## config.mk

```make
export PLATFORM = sky130hd
export DESIGN_NAME = crash_event_ctrl
export DESIGN_NICKNAME = d
export VERILOG_FILES = /design/src/rtl/crash_event_ctrl_pkg.sv /design/src/rtl/crash_event_ctrl_bcd_add_sat.sv /design/src/rtl/crash_event_ctrl.sv
export SDC_FILE = /design/constraint.sdc
export NUM_CORES = 1
export LEC_CHECK = 0
export CORE_MARGIN = 2
export CORE_UTILIZATION = 30
export DETAILED_ROUTE_END_ITERATION = 8
export HOLD_SLACK_MARGIN = 0.05
export MAX_ROUTING_LAYER = met4
export PLACE_DENSITY = 0.48
export SETUP_SLACK_MARGIN = 0.1
export SLEW_MARGIN = 20
export SYNTH_ARGS = -nofsm -noshare
export SYNTH_HDL_FRONTEND = slang
export SYNTH_HIERARCHICAL = 1
export SYNTH_SLANG_ARGS = --single-unit
```

## constraint.sdc

```tcl
create_clock -name clk_vga -period 5.85 [get_ports clk_vga]
set_clock_uncertainty 0.05 [all_clocks]
set_input_delay 0.585 -clock clk_vga [delete_from_list [all_inputs] [get_ports clk_vga]]
set_output_delay 0.585 -clock clk_vga [all_outputs]
set_load 0.02 [all_outputs]
```

## src/rtl/crash_event_ctrl_pkg.sv

```systemverilog
// Shared definitions for crash_event_ctrl and the blocks around it.
// - Game status width and encodings. game_ctrl and this block use the same ones.
// - Score digit count and the saturated score ceiling.
// - Enemy sequencer state type.
package crash_event_ctrl_pkg;

  localparam int GAME_STATUS_BIT_LEN = 3;

  localparam logic [GAME_STATUS_BIT_LEN-1:0] GAME_STATUS_PAUSE  = 3'b000;
  localparam logic [GAME_STATUS_BIT_LEN-1:0] GAME_STATUS_RUN    = 3'b001;
  localparam logic [GAME_STATUS_BIT_LEN-1:0] GAME_STATUS_PRERUN = 3'b010;
  localparam logic [GAME_STATUS_BIT_LEN-1:0] GAME_STATUS_OVER   = 3'b011;

  localparam int SCORE_DIGITS = 4;
  localparam int SCORE_W      = 4 * SCORE_DIGITS;

  localparam logic [SCORE_W-1:0] SCORE_MAX = 16'h9999;

  typedef enum logic [1:0] {
    ENEMY_ALIVE   = 2'd0,
    ENEMY_EXPLODE = 2'd1,
    ENEMY_RESPAWN = 2'd2
  } enemy_state_t;

endpackage

```

## src/rtl/crash_event_ctrl_bcd_add_sat.sv

```systemverilog
// bcd_add_sat: a combinational BCD adder with saturation.
// - Adds a single BCD digit to a packed BCD number that has SCORE_DIGITS digits.
// - If the result overflows the top digit, the output is clamped to all nines. It never wraps.
// Ports:
//   a       in   packed BCD operand, most significant digit in the top nibble
//   addend  in   single BCD digit, 0..9
//   sum     out  saturated BCD sum
module bcd_add_sat
  import crash_event_ctrl_pkg::*;
(
  input  logic [SCORE_W-1:0] a,
  input  logic [3:0]         addend,
  output logic [SCORE_W-1:0] sum
);

  logic [SCORE_DIGITS:0] carry;
  logic [4:0]            digit_sum [SCORE_DIGITS];
  logic [SCORE_W-1:0]    raw;

  assign carry[0] = 1'b0;

  generate
    for (genvar gi = 0; gi < SCORE_DIGITS; gi++) begin : g_digit
      // Only the lowest digit receives the addend. The digits above it take the ripple carry.
      // The largest digit sum is 9+9 = 18, so 5 bits are enough.
      assign digit_sum[gi] = {1'b0, a[4*gi +: 4]}
                           + {1'b0, ((gi == 0) ? addend : 4'd0)}
                           + {4'd0, carry[gi]};
      assign carry[gi+1]   = (digit_sum[gi] > 5'd9);
      assign raw[4*gi +: 4] = carry[gi+1] ? 4'(digit_sum[gi] - 5'd10)
                                          : digit_sum[gi][3:0];
    end
  endgenerate

  assign sum = carry[SCORE_DIGITS] ? SCORE_MAX : raw;

endmodule

```

## src/rtl/crash_event_ctrl.sv

```systemverilog
// crash_event_ctrl: frame-level crash event controller. It sits after game_ctrl.
// - Collapses the per-pixel crash pulses into at most one event of each kind per frame.
// - Runs the enemy explosion/respawn sequence.
// - Keeps the BCD score, the lives counter and the player invulnerability window.
// Ports:
//   clk_vga               pixel clock
//   rst                   asynchronous active-high reset
//   frame_end_i           one-cycle pulse at the end of each frame's visible area
//   game_status_i         PAUSE / RUN / PRERUN / OVER
//   crash_enemy_bullet_i  per-pixel enemy/bullet overlap
//   crash_me_enemy_i      per-pixel player/enemy overlap
//   enemy_hit_o           pulse: an enemy kill was registered
//   me_hit_o              pulse: the player lost a life
//   respawn_o             pulse: the enemy may be respawned
//   explode_active_o      the explosion animation is running
//   explode_step_o        explosion sprite index 0..3
//   invuln_o              the player is invulnerable
//   score_o               4-digit BCD score
//   lives_o               remaining lives
//   dead_o                lives exhausted (sticky)
module crash_event_ctrl
  import crash_event_ctrl_pkg::*;
#(
  parameter int SCORE_INC     = 1,
  parameter int LIVES_INIT    = 3,
  parameter int EXPLODE_HOLD  = 4,
  parameter int INVULN_FRAMES = 60
) (
  input  logic                           clk_vga,
  input  logic                           rst,
  input  logic                           frame_end_i,
  input  logic [GAME_STATUS_BIT_LEN-1:0] game_status_i,
  input  logic                           crash_enemy_bullet_i,
  input  logic                           crash_me_enemy_i,
  output logic                           enemy_hit_o,
  output logic                           me_hit_o,
  output logic                           respawn_o,
  output logic                           explode_active_o,
  output logic [1:0]                     explode_step_o,
  output logic                           invuln_o,
  output logic [SCORE_W-1:0]             score_o,
  output logic [1:0]                     lives_o,
  output logic                           dead_o
);

  localparam logic [3:0] HOLD_LAST   = 4'(EXPLODE_HOLD - 1);
  localparam logic [1:0] LIVES_START = 2'(LIVES_INIT);
  localparam logic [7:0] INVULN_LOAD = 8'(INVULN_FRAMES);

  enemy_state_t                   state_reg, state_next;
  logic [1:0]                     step_reg, step_next;
  logic [3:0]                     hold_reg, hold_next;
  logic [SCORE_W-1:0]             score_reg, score_next, score_inc_sum;
  logic [1:0]                     lives_reg, lives_next;
  logic [7:0]                     invuln_reg, invuln_next;
  logic                           dead_reg, dead_next;
  logic                           enemy_hit_reg, enemy_hit_next;
  logic                           me_hit_reg, me_hit_next;
  logic                           eb_f_reg, eb_f_next;
  logic                           me_f_reg, me_f_next;
  logic [GAME_STATUS_BIT_LEN-1:0] status_prev_reg;

  logic is_run, tick, eb, me, prerun_entry;

  assign is_run       = (game_status_i == GAME_STATUS_RUN);
  assign tick         = frame_end_i && is_run;
  // A crash in the frame_end cycle itself still counts for the frame that is ending.
  assign eb           = eb_f_reg | crash_enemy_bullet_i;
  assign me           = me_f_reg | crash_me_enemy_i;
  assign prerun_entry = (game_status_i == GAME_STATUS_PRERUN) &&
                        (status_prev_reg != GAME_STATUS_PRERUN);

  bcd_add_sat u_score_add (
    .a      (score_reg),
    .addend (4'(SCORE_INC)),
    .sum    (score_inc_sum)
  );

  always_ff @(posedge clk_vga or posedge rst) begin
    if (rst) begin
      state_reg       <= ENEMY_ALIVE;
      step_reg        <= 2'd0;
      hold_reg        <= 4'd0;
      score_reg       <= '0;
      lives_reg       <= LIVES_START;
      invuln_reg      <= 8'd0;
      dead_reg        <= 1'b0;
      enemy_hit_reg   <= 1'b0;
      me_hit_reg      <= 1'b0;
      eb_f_reg        <= 1'b0;
      me_f_reg        <= 1'b0;
      status_prev_reg <= GAME_STATUS_PAUSE;
    end else begin
      state_reg       <= state_next;
      step_reg        <= step_next;
      hold_reg        <= hold_next;
      score_reg       <= score_next;
      lives_reg       <= lives_next;
      invuln_reg      <= invuln_next;
      dead_reg        <= dead_next;
      enemy_hit_reg   <= enemy_hit_next;
      me_hit_reg      <= me_hit_next;
      eb_f_reg        <= eb_f_next;
      me_f_reg        <= me_f_next;
      status_prev_reg <= game_status_i;
    end
  end

  always_comb begin
    state_next     = state_reg;
    step_next      = step_reg;
    hold_next      = hold_reg;
    score_next     = score_reg;
    lives_next     = lives_reg;
    invuln_next    = invuln_reg;
    dead_next      = dead_reg;
    enemy_hit_next = 1'b0;
    me_hit_next    = 1'b0;
    eb_f_next      = eb_f_reg;
    me_f_next      = me_f_reg;

    // The flags accumulate over the frame and restart after every frame_end.
    if (frame_end_i) begin
      eb_f_next = 1'b0;
      me_f_next = 1'b0;
    end else begin
      if (crash_enemy_bullet_i && is_run) eb_f_next = 1'b1;
      if (crash_me_enemy_i && is_run)     me_f_next = 1'b1;
    end

    case (state_reg)
      ENEMY_ALIVE: begin
        if (tick && eb) begin
          enemy_hit_next = 1'b1;
          score_next     = score_inc_sum;
          state_next     = ENEMY_EXPLODE;
          step_next      = 2'd0;
          hold_next      = 4'd0;
        end
      end
      ENEMY_EXPLODE: begin
        if (tick) begin
          if (hold_reg == HOLD_LAST) begin
            hold_next = 4'd0;
            if (step_reg == 2'd3) begin
              state_next = ENEMY_RESPAWN;
              step_next  = 2'd0;
            end else begin
              step_next = step_reg + 2'd1;
            end
          end else begin
            hold_next = hold_reg + 4'd1;
          end
        end
      end
      ENEMY_RESPAWN: state_next = ENEMY_ALIVE;
      default:       state_next = ENEMY_ALIVE;
    endcase

    if (tick) begin
      if (me && (invuln_reg == 8'd0) && (lives_reg != 2'd0)) begin
        lives_next  = lives_reg - 2'd1;
        me_hit_next = 1'b1;
        invuln_next = INVULN_LOAD;
        if (lives_reg == 2'd1) dead_next = 1'b1;
      end else if (invuln_reg != 8'd0) begin
        invuln_next = invuln_reg - 8'd1;
      end
    end

    // On entry to PRERUN, re-initialise synchronously to the reset state.
    if (prerun_entry) begin
      state_next     = ENEMY_ALIVE;
      step_next      = 2'd0;
      hold_next      = 4'd0;
      score_next     = '0;
      lives_next     = LIVES_START;
      invuln_next    = 8'd0;
      dead_next      = 1'b0;
      enemy_hit_next = 1'b0;
      me_hit_next    = 1'b0;
      eb_f_next      = 1'b0;
      me_f_next      = 1'b0;
    end
  end

  assign enemy_hit_o      = enemy_hit_reg;
  assign me_hit_o         = me_hit_reg;
  assign respawn_o        = (state_reg == ENEMY_RESPAWN);
  assign explode_active_o = (state_reg == ENEMY_EXPLODE);
  assign explode_step_o   = step_reg;
  assign invuln_o         = (invuln_reg != 8'd0);
  assign score_o          = score_reg;
  assign lives_o          = lives_reg;
  assign dead_o           = dead_reg;

endmodule
```

==> results.txt <==
area of the mapped netlist: 0.00285 mm2
count of input and output buffers: 33
Final nets: 398
Top FF cell, synth: sky130_fd_sc_hd__dfrtp_1
number of failing setup endpoints in the final timing report: 0
max-cap violation count: 0
Filler Cells Inserted: 954
top-level I/O count: 34
number of nets with antenna violations after routing: 0
yosys warns: 6
DP Worst Slack: 0.0728 ns
DR DRC count: 0
post-cts hold buffer count: 0
kind of start point of the critical path: flop
RR Startpoint: score_o[0]
critical path data arrival time: 5.47 ns
clock tree from TritonCTS: done
initial antenna violation count: 0
startpoint of the tightest hold check path: state_reg[1]
clock period minus worst slack: 5.36 ns
wire length of the first global-routing pass: 10,900 um
required time of the worst setup path: 5.96 ns
Post-Synthesis Mean Instance Area: 8.54 um2
sinks on the clock net: 42
die width: 102 um
height of the chip: 102 um
count of state elements after synthesis: 42
Final Non-Filler Cells: 500
share of layout cells above drive strength 1: 11.3%
total core area: 0.00924 mm2
Detailed Routing Iterations Pass 1: 4
via count of the first global-routing pass: 2,281
fraction of registers with async set/reset: 100%
critical-path maximum fanout: 8
H-tree depth reported by CTS: 2
routed wire length per instance: 13.2 um
critical path type: flop to flop
worst IR drop on VDD: 0.0932 mV
maximum frequency from static timing analysis: 187 MHz
pin slew with the least headroom to its limit: 0.749 ns
Worst Setup Slack, final: 0.494 ns
Core Util, Final: 37.7%
root buf cell: sky130_fd_sc_hd__clkbuf_8
sequential-to-total area share from yosys stat: 36.9%
Distinct cells, synth: 61
placed instance count: 491
hold violation count in the final report: 0
pwr dens: 232 mW/mm2
estimated wirelength of the detail-placed design: 4690 um
starting utilization of the core area: 30.9%
Final Max Slew Viols: 0
result of the run: completed
max FFs per register: 16
total CTS buffers: 5
FP Rows: 35
CP endpoint kind: flop
leak pwr: 1.44 nW
weighted congestion reported at the end of routability-driven placement: 0.818
setup repair after global routing missed its margin: no
detailed router's first-iteration violation count: 59
GRT Overall Usage: 13.4%
post-route clock period utilization: 91.6%
Skew-Pair Late Insertion Delay: 0.31 ns
sum of negative setup slack: 0 ns
class of the most critical hold timing path: flop to flop
synthesis-to-finish area growth: 22.1%
Max transition margin: 49.9%
beginning of the critical path: score_o[0]
Via density: 4.94
die area: 0.0103 mm2
area of all sequential standard cells: 0.00105 mm2
synthesized instance count: 334
total area of multi-input combinational cells: 0.00174 mm2
pin count of the biggest net entering global routing: 43
Clock Tree Buf Depth: 2
worst hold slack: 0.437 ns
Overflow after GRT: 0
post-CTS clock slew at the launch and capture registers of the worst setup and hold paths: 0.11 ns
Vias: 2,468
number of enable-type register cells in the synthesized netlist: 0
Final Routed Wirelength: 6620 um
diode count: 0
[kinds of logic (layout without fill, tap and decap cells)]
kind of cell	count (synthesis)	count (layout)	share of synthesized area (%)
XOR/XNOR	6	6	1.84
adder cells (fa/ha/maj)	20	20	9.04
AO/OA/AOI/OAI	89	89	20.4
AND/OR/NAND/NOR	138	138	24.9
other	2	5	0.263
buffers and inverters	31	65	4.43
flip-flops	42	42	36.9
multiplexers	6	6	2.19
[cell usage in the layout, fill, tap and decap left out, drive strengths merged, types with 3 or more instances in the layout]
| cell | count |
|---|---|
| clkdlybuf4s50 | 33 |
| clkbuf | 5 |
| or3 | 3 |
| ha | 19 |
| mux2i | 4 |
| or4 | 4 |
| buf | 4 |
| a21oi | 21 |
| xnor2 | 4 |
| o21ai | 23 |
| o22a | 5 |
| nand3 | 9 |
| nor3 | 15 |
| inv | 21 |
| nand2 | 50 |
| nor2 | 20 |
| and2 | 5 |
| conb | 5 |
| nor4 | 3 |
| dfrtp | 40 |
| nor3b | 6 |
| o21bai | 5 |
| nand2b | 9 |
| or2 | 5 |
| a31oi | 8 |
[critical path: stages (launching register included)]
cell	delay (ns)
sky130_fd_sc_hd__dfrtp_1	0.38
sky130_fd_sc_hd__ha_1	0.19
sky130_fd_sc_hd__inv_1	0.06
sky130_fd_sc_hd__fa_2	0.37
sky130_fd_sc_hd__xor2_2	0.23
sky130_fd_sc_hd__and2_1	0.19
sky130_fd_sc_hd__o21bai_1	0.14
sky130_fd_sc_hd__ha_2	0.25
sky130_fd_sc_hd__ha_4	0.18
sky130_fd_sc_hd__mux2_2	0.34
sky130_fd_sc_hd__nor2_1	0.11
sky130_fd_sc_hd__nor2_1	0.06
sky130_fd_sc_hd__ha_1	0.24
sky130_fd_sc_hd__ha_2	0.32
sky130_fd_sc_hd__or2_2	0.34
sky130_fd_sc_hd__a21oi_2	0.18
sky130_fd_sc_hd__nor3_1	0.07
sky130_fd_sc_hd__ha_2	0.23
sky130_fd_sc_hd__ha_1	0.30
sky130_fd_sc_hd__or2_2	0.29
sky130_fd_sc_hd__a21oi_2	0.16
sky130_fd_sc_hd__nor2_2	0.11
sky130_fd_sc_hd__a221o_1	0.28
sky130_fd_sc_hd__nand2_1	0.05
sky130_fd_sc_hd__o21ai_0	0.08
[what timing repair did]
item                       in CTS  in global routing
setup endpoints to repair       6                 14
buffers inserted                0                  1
pin swaps                       0                  2
resized for setup               4                  8
[cells in the mapped netlist (all sizes together) (3+ instances only)]
master / n / area (um2)
xnor2: 4 / 35.0
o21ai: 23 / 115
and2: 5 / 31.3
clkbuf: 6 / 23.8
a21oi: 21 / 109
buf: 5 / 27.5
nand3: 9 / 50.1
or4: 4 / 33.8
nand2b: 9 / 56.3
nor3: 15 / 75.1
or2: 5 / 31.3
nor2: 20 / 75.1
inv: 20 / 75.1
nand2: 50 / 188
nor4: 3 / 25.0
nor3b: 6 / 45.0
ha: 19 / 238
or3: 3 / 23.8
dfrtp: 40 / 1000
o21bai: 5 / 37.5
a31oi: 8 / 50.1
mux2i: 4 / 40.0
o22a: 5 / 43.8
[path summary, 6_finish.rpt]
path | to | slack (ns) | cells past startpoint
max | score_o[11] | 0.49 | 24
max in group asynchronous | score_o[10] | 4.69 | 3
max reg2reg | score_o[11] | 0.49 | 24
min | state_reg[0] | 0.44 | 1
min in group asynchronous | enemy_hit_o | 0.67 | 3
min reg2reg | state_reg[0] | 0.44 | 1
[where the power goes]
group	total, mW	switching (mW)	internal (mW)
Combinational	0.236	0.125	0.111
Sequential	0.360	0.0384	0.321
Clock	0.212	0.122	0.0896
[layer usage]
| metal | wire [um] | global-route usage (%) | up-vias | part of all wire [%] |
|---|---|---|---|---|
| met3 | 191 | 2.69 | 2 | 2.9 |
| li1 | - | - | 1263 | - |
| met5 | 0 | - | - | 0 |
| met1 | 3180 | 17.9 | 1169 | 48 |
| met2 | 3230 | 21.1 | 34 | 49 |
| met4 | 25 | 3.01 | 0 | 0.38 |
[metrics by stage]
step                      instance area [um2]  power (mW)
after floorplan                          2860       0.527
after global placement                   3330       0.596
after detailed placement                 3330       0.596
after CTS                                3440       0.815
after global routing                     3480       0.865
final                                    3480       0.807
[area by class of cell]
cell class	instances	share of cell area, %
multi-input cells	264	49.8
clock inverters	3	0.826
clock buffers	5	1.98
inverters	20	2.16
well taps	129	4.63
repair buffers	37	10.3
flip-flops and latches	42	30.2
Power figures use the tool's default switching activity.
